`src/rtl/wshb_arbiter.sv`:
```
// wshb_arbiter: round-robin two-requester Wishbone arbiter with burst-limited preemption
module wshb_arbiter #(
    parameter int MAX_BURST = 64
) (
    input  logic        clk,
    input  logic        rst,
    input  logic [31:0] wshb_ifs_0_adr,
    input  logic [31:0] wshb_ifs_0_dat_ms,
    output logic [31:0] wshb_ifs_0_dat_sm,
    input  logic [3:0]  wshb_ifs_0_sel,
    input  logic [2:0]  wshb_ifs_0_cti,
    input  logic [1:0]  wshb_ifs_0_bte,
    input  logic        wshb_ifs_0_we,
    input  logic        wshb_ifs_0_stb,
    input  logic        wshb_ifs_0_cyc,
    output logic        wshb_ifs_0_ack,
    output logic        wshb_ifs_0_err,
    output logic        wshb_ifs_0_rty,
    input  logic [31:0] wshb_ifs_1_adr,
    input  logic [31:0] wshb_ifs_1_dat_ms,
    output logic [31:0] wshb_ifs_1_dat_sm,
    input  logic [3:0]  wshb_ifs_1_sel,
    input  logic [2:0]  wshb_ifs_1_cti,
    input  logic [1:0]  wshb_ifs_1_bte,
    input  logic        wshb_ifs_1_we,
    input  logic        wshb_ifs_1_stb,
    input  logic        wshb_ifs_1_cyc,
    output logic        wshb_ifs_1_ack,
    output logic        wshb_ifs_1_err,
    output logic        wshb_ifs_1_rty,
    output logic [31:0] wshb_ifm_adr,
    output logic [31:0] wshb_ifm_dat_ms,
    input  logic [31:0] wshb_ifm_dat_sm,
    output logic [3:0]  wshb_ifm_sel,
    output logic [2:0]  wshb_ifm_cti,
    output logic [1:0]  wshb_ifm_bte,
    output logic        wshb_ifm_we,
    output logic        wshb_ifm_stb,
    output logic        wshb_ifm_cyc,
    input  logic        wshb_ifm_ack,
    input  logic        wshb_ifm_err,
    input  logic        wshb_ifm_rty
);
    localparam int CW = $clog2(MAX_BURST + 1);
    typedef enum logic [1:0] {IDLE, GNT0, GNT1} state_t;
    state_t        state;
    logic          last;
    logic [CW-1:0] cnt;
    logic [CW:0]   cnt_inc;
    logic          g0, g1, xfer, own_cyc, oth_cyc, wrap;
    assign g0      = state == GNT0;
    assign g1      = state == GNT1;
    assign xfer    = (g0 | g1) & (wshb_ifm_ack | wshb_ifm_err);
    assign own_cyc = g0 ? wshb_ifs_0_cyc : wshb_ifs_1_cyc;
    assign oth_cyc = g0 ? wshb_ifs_1_cyc : wshb_ifs_0_cyc;
    assign cnt_inc = {1'b0, cnt} + (CW+1)'(1);
    assign wrap    = cnt_inc == (CW+1)'(MAX_BURST);
    always_ff @(posedge clk or posedge rst) begin
        if (rst) begin
            state <= IDLE;
            last  <= 1'b1;
            cnt   <= '0;
        end else begin
            case (state)
                IDLE: begin
                    if (wshb_ifs_0_cyc && (!wshb_ifs_1_cyc || last)) begin
                        state <= GNT0;
                        last  <= 1'b0;
                        cnt   <= '0;
                    end else if (wshb_ifs_1_cyc) begin
                        state <= GNT1;
                        last  <= 1'b1;
                        cnt   <= '0;
                    end
                end
                GNT0, GNT1: begin
                    // Preempt only on a completed transfer so no cycle is left outstanding
                    if (!own_cyc || (xfer && wrap && oth_cyc))
                        state <= IDLE;
                    else if (xfer)
                        cnt <= wrap ? '0 : cnt_inc[CW-1:0];
                end
                default: state <= IDLE;
            endcase
        end
    end
    assign wshb_ifm_adr    = g0 ? wshb_ifs_0_adr    : g1 ? wshb_ifs_1_adr    : '0;
    assign wshb_ifm_dat_ms = g0 ? wshb_ifs_0_dat_ms : g1 ? wshb_ifs_1_dat_ms : '0;
    assign wshb_ifm_sel    = g0 ? wshb_ifs_0_sel    : g1 ? wshb_ifs_1_sel    : '0;
    assign wshb_ifm_cti    = g0 ? wshb_ifs_0_cti    : g1 ? wshb_ifs_1_cti    : '0;
    assign wshb_ifm_bte    = g0 ? wshb_ifs_0_bte    : g1 ? wshb_ifs_1_bte    : '0;
    assign wshb_ifm_we     = g0 ? wshb_ifs_0_we     : g1 & wshb_ifs_1_we;
    assign wshb_ifm_stb    = g0 ? wshb_ifs_0_stb    : g1 & wshb_ifs_1_stb;
    assign wshb_ifm_cyc    = g0 ? wshb_ifs_0_cyc    : g1 & wshb_ifs_1_cyc;
    assign wshb_ifs_0_ack  = g0 & wshb_ifm_ack;
    assign wshb_ifs_0_err  = g0 & wshb_ifm_err;
    assign wshb_ifs_0_rty  = g0 & wshb_ifm_rty;
    assign wshb_ifs_1_ack  = g1 & wshb_ifm_ack;
    assign wshb_ifs_1_err  = g1 & wshb_ifm_err;
    assign wshb_ifs_1_rty  = g1 & wshb_ifm_rty;
    assign wshb_ifs_0_dat_sm = wshb_ifm_dat_sm;
    assign wshb_ifs_1_dat_sm = wshb_ifm_dat_sm;
endmodule

```
`config.mk`:
```
export PLATFORM = sky130hd
export DESIGN_NAME = wshb_arbiter
export DESIGN_NICKNAME = d
export VERILOG_FILES = /design/src/rtl/wshb_arbiter.sv
export SDC_FILE = /design/constraint.sdc
export NUM_CORES = 1
export LEC_CHECK = 0
export CAP_MARGIN = 15
export CELL_PAD_IN_SITES_DETAIL_PLACEMENT = 0
export CELL_PAD_IN_SITES_GLOBAL_PLACEMENT = 1
export CORE_MARGIN = 8
export CORE_UTILIZATION = 12
export CTS_CLUSTER_SIZE = 10
export DETAILED_ROUTE_END_ITERATION = 8
export PLACE_DENSITY = 0.92
export SYNTH_ARGS = -nofsm -noshare
export SYNTH_HDL_FRONTEND = slang
export SYNTH_SLANG_ARGS = --single-unit
```
`constraint.sdc`:
```
create_clock -name clk -period 2.2 [get_ports clk]
set_input_delay 0.22 -clock clk [delete_from_list [all_inputs] [get_ports clk]]
set_output_delay 0.22 -clock clk [all_outputs]
set_load 0.005 [all_outputs]
```
Yosys cells after proc, flatten, opt, wreduce, memory -nomap -nowiden
Index checks and enable logic that the tools add are counted.

operators by class
  bitwise logic cells = 12
  eq/ne operators = 7
  $add $sub $neg = 1
  reduce and logical (&&, ||, !) cells = 14
  muxes and demuxes = 27

operators with widths
  cell                                                 count
  two-way mux 32 bit                                   4
  two-way mux 7 bit                                    5
  one-hot mux 7 bit (2 select lines)                   1
  bitwise AND 1 bit                                    10
  two-way mux 2 bit                                    5
  adder 7 x 1 -> 8 bit, second input constant          1
  equality test 8 x 7 -> 1 bit, second input constant  1
  two-way mux 4 bit                                    2
  two-way mux 1 bit                                    7
  two-way mux 3 bit                                    2
  != test 2 bit, second input constant                 3
  one-hot mux 2 bit (2 select lines)                   1
  AND reduction 2 bit                                  2
  AND reduction 4 bit                                  1
  nonzero test 2 bit                                   2
  logical AND 1 bit                                    3
  != test 3 bit, second input constant                 1
  equality test 2 x 1 -> 1 bit, second input constant  1
  equality test 2 bit, second input constant           1
  logical NOT 1 bit                                    2
  logical NOT 2 bit                                    1
  logical OR 1 bit                                     2
  bitwise OR 1 bit                                     2
  OR reduction 2 bit                                   1

word-level totals
  flip-flop bits (word level) = 10

Logic depth before layout (Yosys ltp)
Gate-level depths: netlist of run 1.

  depth in word-level cells = 8
  mapped depth = 7

Worst setup path before layout of run 1
Ideal clock, no wire load.

  kind = register to output
  from = reg state[1]
  to = out wshb_ifm_adr[10]
  cell stages (with the launch flop) = 8
  buffers on the path = 3
  arrival time = 1642 ps
  data required time = 1980 ps
  setup slack = 338 ps
  path through = dfrtp_1 inv_1 ha_1 clkbuf_1 nor2b_1 clkbuf_1 buf_1 a22o_1

between the ends
  longest elaborated chain between the ends = 3
  elaborated cells between the ends (all ways) = 4
  classes of those cells = 2 x eq/ne; 2 x mux

ends and longest elaborated chain
  item                      RTL line  source
  start: declaration        46        state_t state;
  start signal: assignment  60        state <= IDLE;
  start signal: assignment  67        state <= GNT0;
  start signal: assignment  71        state <= GNT1;
  equality test 2 bit       52        assign g1 = state == GNT1;
  two-way mux 32 bit        87        assign wshb_ifm_adr = g0 ? wshb_ifs_0_adr : g1 ? wshb_ifs_1_adr : '0;
  two-way mux 32 bit *      87
  end: declaration          31        output logic [31:0] wshb_ifm_adr,

Every way passes the cells marked *; elsewhere a longest branch is shown, timed or not.

Worst setup path after layout of run 1
  from = reg state[0]
  to = out wshb_ifm_dat_ms[21]

between the ends
  longest elaborated chain between the ends = 3
  elaborated cells between the ends (all ways) = 4
  classes of those cells = 2 x eq/ne; 2 x mux

ends and longest elaborated chain
  item                  RTL line  source
  equality test 2 bit   52
  two-way mux 32 bit    88        assign wshb_ifm_dat_ms = g0 ? wshb_ifs_0_dat_ms : g1 ? wshb_ifs_1_dat_ms : '0;
  two-way mux 32 bit *  88
  end: declaration      32        output logic [31:0] wshb_ifm_dat_ms,

Marks and branches as above.

==> results of run 1 <==
## stage by stage
stage                     setup WS, ns  util (%)  TNS [ns]  total power, uW
final                          0.08164     27.72         0             3545
after global routing           0.01401     27.72         0             3838
after CTS                      -0.1158     27.09   -0.3314             3518
after detailed placement        0.1121     26.26         0             3232
after global placement          0.1358     26.26         0             3223
after floorplan                 0.3383         -         0             1543
## layout make-up
| cell class | instances | area [sq um] | share of cell area, % |
|---|---|---|---|
| clock buffer | 4 | 88.84 | 2.047 |
| inverter | 7 | 26.28 | 0.6055 |
| sequential | 10 | 251.5 | 5.796 |
| timing repair buffer | 254 | 2609 | 60.12 |
| tap | 216 | 270.3 | 6.228 |
| multi-input combinational | 142 | 1094 | 25.20 |
## logic make-up (layout without fill, tap and decap cells)
group           after synthesis  in the layout  synth area share, %
flops                        10             10                13.26
compound gates              101            101                42.74
buf+inv                      89            265                30.28
mux                           2              2                1.055
simple gates                 35             35                10.03
fa+ha+maj                     4              4                2.639
## power by group
| part | internal (uW) | total [uW] | leakage [uW] | switching (uW) |
|---|---|---|---|---|
| Clock | 273 | 355 | 0.0000442 | 82.1 |
| Sequential | 232 | 266 | 0.000133 | 34.2 |
| Combinational | 1730 | 2920 | 0.00188 | 1200 |
## cell usage after synthesis
| library cell | count | area share, % |
|---|---|---|
| o22ai_1 | 3 | 0.99 |
| o22a_1 | 1 | 0.46 |
| o31ai_1 | 2 | 0.79 |
| or4b_1 | 1 | 0.53 |
| nor2_1 | 4 | 0.79 |
| nor3_1 | 1 | 0.26 |
| nand2b_1 | 4 | 1.3 |
| nor2b_1 | 1 | 0.33 |
| nand3_1 | 2 | 0.53 |
| and2_1 | 8 | 2.6 |
| o21ai_0 | 9 | 2.4 |
| buf_4 | 64 | 25 |
| a21oi_1 | 6 | 1.6 |
| o41ai_1 | 1 | 0.46 |
| dfrtp_1 | 9 | 12 |
| nand2_1 | 10 | 2.0 |
| o21ai_1 | 1 | 0.26 |
| mux2i_1 | 2 | 1.1 |
| a41o_2 | 1 | 0.59 |
| nand3b_1 | 1 | 0.40 |
| dfstp_2 | 1 | 1.4 |
| nand4_1 | 1 | 0.33 |
| a31oi_1 | 2 | 0.66 |
| ha_1 | 4 | 2.6 |
| clkbuf_1 | 13 | 2.6 |
| inv_1 | 7 | 1.4 |
| or2_4 | 1 | 0.46 |
| o211ai_1 | 1 | 0.40 |
| a22o_1 | 74 | 34 |
| nand4b_1 | 1 | 0.46 |
| buf_1 | 5 | 0.99 |
## timing repair
| action | 4_1_cts | 5_1_grt |
|---|---|---|
| endpoints found under the setup margin | 79 | 16 |
| hold endpoints to repair | 0 | 0 |
| setup buffers | 3 | 3 |
| gates resized for setup | 67 | 15 |
| gates cloned | 2 | 1 |
## routing by layer
| layer | GRT usage (%) | part of all wire (%) |
|---|---|---|
| met1 | 10.82 | 38 |
| met5 | 0 | 0 |
| met4 | 2.713 | 1.8 |
| met3 | 4.940 | 13 |
| met2 | 15.91 | 48 |
## critical path, stage by stage, from the launching register on
cell and delay, ns:
dfrtp_1 0.40, inv_2 0.06, ha_2 0.18, nor2b_4 0.13, buf_12 0.14, buf_4 0.15, clkbuf_16 0.17, a22o_1 0.17
dlygate4sd2_1 0.27
## registers in the layout, indices dropped and copies added, names as in the netlist
name	count
cnt	7
last	1
state	2
## worst paths after layout
kind | from | endpoint | slack [ns]
worst max-delay path | state[0]$_DFFE_PP0P_ | wshb_ifm_dat_ms[21] | 0.08
worst min-delay path | rst | cnt[5]$_DFFE_PP0P_ | 0.29
max in group asynchronous | rst | last$_DFFE_PP1P_ | 1.59
worst min register to register | cnt[1]$_DFFE_PP0P_ | cnt[1]$_DFFE_PP0P_ | 0.51
worst max register to register | state[0]$_DFFE_PP0P_ | cnt[5]$_DFFE_PP0P_ | 0.17
min in group clk | wshb_ifm_dat_sm[20] | wshb_ifs_0_dat_sm[20] | 0.44
## placed cells by master (no fill, tap or decap), types with 2 or more instances in the layout
master / synthesis / routed
clkdlybuf4s50_1: 0 / 164
a22o_1: 74 / 74
dlygate4sd2_1: 0 / 63
dlymetal6s2s_1: 0 / 11
nand2_1: 10 / 10
o21ai_0: 9 / 9
dfrtp_1: 9 / 9
and2_1: 8 / 8
a21oi_1: 6 / 6
buf_12: 0 / 6
buf_4: 64 / 6
inv_1: 7 / 5
nor2_1: 4 / 4
nand2b_1: 4 / 4
clkbuf_16: 0 / 4
o22ai_1: 3 / 3
nand3_1: 2 / 2
mux2i_1: 2 / 2
a31oi_1: 2 / 2
inv_2: 0 / 2
o31ai_1: 2 / 2
ha_1: 4 / 2
buf_16: 0 / 2
==> out/metrics.cfg, run 1 <==
[timing]
maxSlewHeadroom_pct = 72.23
hold_viol = 0
rsz0062_at_grt = false
fin_skew_ns = 0.0009719
fin_hold_ws_ns = 0.2898
timing.fmax_mhz = 472.1
finalMaxSlewViolations = 0
worstMarginPinSlew_ns = 0.4161
report.final.setup_viol = 0
fin_crit_ns = 2.118
period_share_pct = 96.29

[clocking]
cts_tree = done
cts_buffers = 3
insertion_delay_ns = 0.23
cts_buffer_depth = 2
cts_root_buf = clkbuf_16
clkTransAtPathRegs_ns = 0.04
cts_hold_buf = 0
htreeDepth = 1
cts.sinks = 10

[setup_path]
criticalPathCategory = register to output pin
cp.required_ns = 1.98
worstPathArrival_ns = 1.90
path_max_fanout = 17
worst_r2r_path_depth = 8
startpoint_type = register
endpoint_kind = output pin

[synth]
syn_avg_cell_area_sq_um = 7.871
synth.distinct_cells = 31
ys_ff_latch = 10
synthCells = 241
ys_seq_area_share_pct = 13.26
syn-cell-area_sq_um = 1897
syn_nets = 434
ys.warnings.count = 0

[power]
leakage_uw = 0.002053
worst_ir_drop_vdd_mv = 0.3605
power_density_nw_per_um2 = 816.9

[routing]
dr.pass1.iters = 4
ant_nets = 0
drt_iter0_markers = 99
routed_wl_microns = 11220
drc = 0
wl_per_cell_microns = 17.72
avgViaCountPerCell = 3.926
vias = 2485

[cells_and_area]
design_area_sq_um = 4339
area_growth_pct = 128.8
drive_above_1_share_pct = 6.715
fill_cells = 1682
instances_no_fill = 633
final_nets = 611
n_antenna_cell = 0

[global_route]
grt_pass1_vias = 2530
grt_start_max_net_pins = 45
grt_pass1_wl_microns = 15260
grt.total_usage_pct = 9.696
gr-total-overflow = 0
antenna_found_initial = 0

[place]
hpwl_microns = 8982
io_buffers = 238
globalplace.congestion = 0.7860
dp.cells = 620
placed_cell_area_sq_um = 4111

[floorplanning]
die_h_microns = 141.7
core_area_sq_um = 15660
initial_core_util_pct = 12.12
die_w_microns = 141.7
dieArea_sq_um = 20090
ioPinCount = 335
rows = 46

[outcome]
status = finished clean

[worst_hold_path]
hold_path.class = primary input to async pin

[job]
drv_cap = 0

Power figures use the tool's default switching activity.
==> inputs of run 2 (changes only) <==
--- a/config.mk
+++ b/config.mk
@@ -12,7 +12,8 @@
 export CORE_UTILIZATION = 12
 export CTS_CLUSTER_SIZE = 10
 export DETAILED_ROUTE_END_ITERATION = 8
-export PLACE_DENSITY = 0.92
+export PLACE_DENSITY_LB_ADDON = 0.1
+export SLEW_MARGIN = 20
 export SYNTH_ARGS = -nofsm -noshare
 export SYNTH_HDL_FRONTEND = slang
 export SYNTH_SLANG_ARGS = --single-unit
==> run 2 against run 1 <==
Wire length grew 36%. Largest power group unchanged. Largest cell class unchanged. Sequential share of layout area is essentially flat. Sequential power is essentially flat.
==> out/metrics.cfg, run 2 (same netlist as run 1, synthesis figures left out) <==
[outcome]
status = finished clean

[setup_path]
crit_chain = ha_4 > buf_4 > nand3b_1 > nand2_1 > clkdlybuf4s50_1
worstPathArrival_ns = 1.91  ; about the same
cp.required_ns = 1.98  ; about the same
crit-reg2reg-capture = cnt[6]$_DFFE_PP0P_
r2r_start = cnt[4]$_DFFE_PP0P_
startpoint_type = register
worst_r2r_path_depth = 6  ; -2
rrSetupSlack_ns = 0.19  ; +0.02 ns
criticalPathCategory = register to output pin
endpoint_kind = output pin
max_stage_delay_ns = 0.59  ; +0.19 ns
path_max_fanout = 18  ; +1
cp_slowest_cell = clkdlybuf4s50_1

[cells_and_area]
final_nets = 619  ; +1.3%
final_util_pct = 27.92  ; +0.20 points
reg.largest.list = cnt x7, state x2, last x1
largest_register = cnt
drive_above_1_share_pct = 8.235  ; +1.5 points
area_growth_pct = 130.4
n_antenna_cell = 0  ; unchanged
final_cell_mix = 163 x clkdlybuf4s50_1, 74 x a22o_1, 65 x dlygate4sd2_1
fill_cells = 1708  ; +1.5%
layout.cells.most_common = clkdlybuf4s50_1
largest_register_ffs = 7  ; unchanged

[global_route]
gr-total-overflow = 0  ; unchanged
grt_pass1_vias = 2782  ; +10%
antenna_found_initial = 1  ; +1
grt_pass1_wl_microns = 21090  ; +38%
grt.total_usage_pct = 14.32  ; +4.6 points
grt_start_max_net_pins = 33  ; -27%

[timing]
maxSlewHeadroom_pct = 70.74  ; -1.5 points
period_share_pct = 96.75  ; +0.46 points
report.final.setup_viol = 0  ; unchanged
setup-tns-final_ns = 0  ; unchanged
finalMaxSlewViolations = 0  ; unchanged
fin_crit_ns = 2.128  ; +0.01008 ns
fin_hold_ws_ns = 0.3036  ; +0.01370 ns
rsz0062_at_grt = false
worstMarginPinSlew_ns = 0.4384  ; +0.02239 ns
fin_skew_ns = 0.002157  ; +0.001185 ns
timing.fmax_mhz = 469.8  ; -0.47%
hold_viol = 0  ; unchanged

[floorplanning]
dieArea_sq_um = 20090  ; unchanged
rows = 46  ; unchanged
initial_core_util_pct = 12.12  ; unchanged
ioPinCount = 335  ; unchanged
die_w_microns = 141.7  ; unchanged
die_h_microns = 141.7  ; unchanged
core_area_sq_um = 15660  ; unchanged

[power]
worst_ir_drop_vdd_mv = 0.2681  ; -26%
leakage_uw = 0.001983  ; -3.4%
power_density_nw_per_um2 = 857.5  ; +5.0%
p_total_uw = 3748  ; +5.7%

[clocking]
cts_tree = done
cts_buffers = 3  ; unchanged
insertion_delay_ns = 0.24  ; about the same
clkTransAtPathRegs_ns = 0.04  ; about the same
cts_buffer_depth = 2  ; unchanged
cts_hold_buf = 0  ; unchanged
cts_root_buf = clkbuf_16
htreeDepth = 1  ; unchanged
cts.sinks = 10  ; unchanged

[routing]
dr.pass1.iters = 6  ; +2
avgViaCountPerCell = 3.967  ; +1.1%
routed_wl_microns = 15250  ; +36%
vias = 2543  ; +2.3%
drc = 0  ; unchanged
ant_nets = 0  ; unchanged
wl_per_cell_microns = 23.80  ; +34%
drt_iter0_markers = 50  ; -49%

[job]
drv_cap = 0  ; unchanged

[place]
hpwl_microns = 12880  ; +43%
io_buffers = 238  ; unchanged
globalplace.congestion = 0.8108  ; +3.2%

[worst_hold_path]
hold_path.class = primary input to async pin

run 2: layout make-up:
class / instances / area (sq um) / share of cell area (%)
Timing Repair Buffer: 262 / 2650 / 60.64
Inverter: 7 / 26.28 / 0.6012
Multi-Input combinational cell: 142 / 1094 / 25.02
Clock buffer: 4 / 78.83 / 1.804
Sequential cell: 10 / 251.5 / 5.754
Tap cell: 216 / 270.3 / 6.184
run 2: critical path: cells and delay by family, from the launching register on:
kind          cells  cell delay, ns
fa+ha+maj         1            0.21
buf+inv           2            0.79
flops             1            0.41
simple gates      2            0.26
run 2: timing repair:
item                       4_1_cts  5_1_grt
setup endpoints to repair       77       15
gates resized for setup         85       12
setup buffers                    7        2
gates cloned                     3        0
run 2: power by group:
group / total [uW] / switching, uW / leakage (uW) / internal (uW)
Sequential: 268 / 35.9 / 0.000133 / 232
Clock: 332 / 88.8 / 0.0000382 / 243
Combinational: 3150 / 1350 / 0.00181 / 1800
Total: 3750 / 1480 / 0.00198 / 2270
run 2: metrics by stage:
stage	std cells	area, sq um	setup slack, ns
final	641	4370	0.07156
after floorplan	241	1897	0.3383
after global placement	625	4126	0.1487
after CTS	639	4337	-0.008727
after global routing	641	4370	0.008679
after detailed placement	625	4126	0.1121
run 2: metal layers:
layer / GRT usage, % / wire length [microns] / share of wire [%] / vias to the layer above
li1: - / - / - / 1211
met1: 13.85 / 5106 / 33 / 1208
met2: 29.67 / 8997 / 59 / 92
met3: 2.890 / 882 / 5.8 / 30
met4: 3.618 / 254 / 1.7 / 2
met5: 0 / 13 / 0.085 / -
run 2: how the worst max path moves through the flow:
stage                                    start  slack (ns)          endpoint
after floorplan           state[1]$_DFFE_PP0P_        0.34  wshb_ifm_adr[10]
after global placement    state[1]$_DFFE_PP0P_        0.15   wshb_ifm_cti[2]
after detailed placement  state[0]$_DFFE_PP0P_        0.11  wshb_ifm_adr[30]
after CTS                 state[0]$_DFFE_PP0P_      -0.009   wshb_ifm_adr[8]
after global routing      state[1]$_DFFE_PP0P_       0.009    wshb_ifs_0_rty
final                     state[0]$_DFFE_PP0P_        0.07      wshb_ifm_cyc
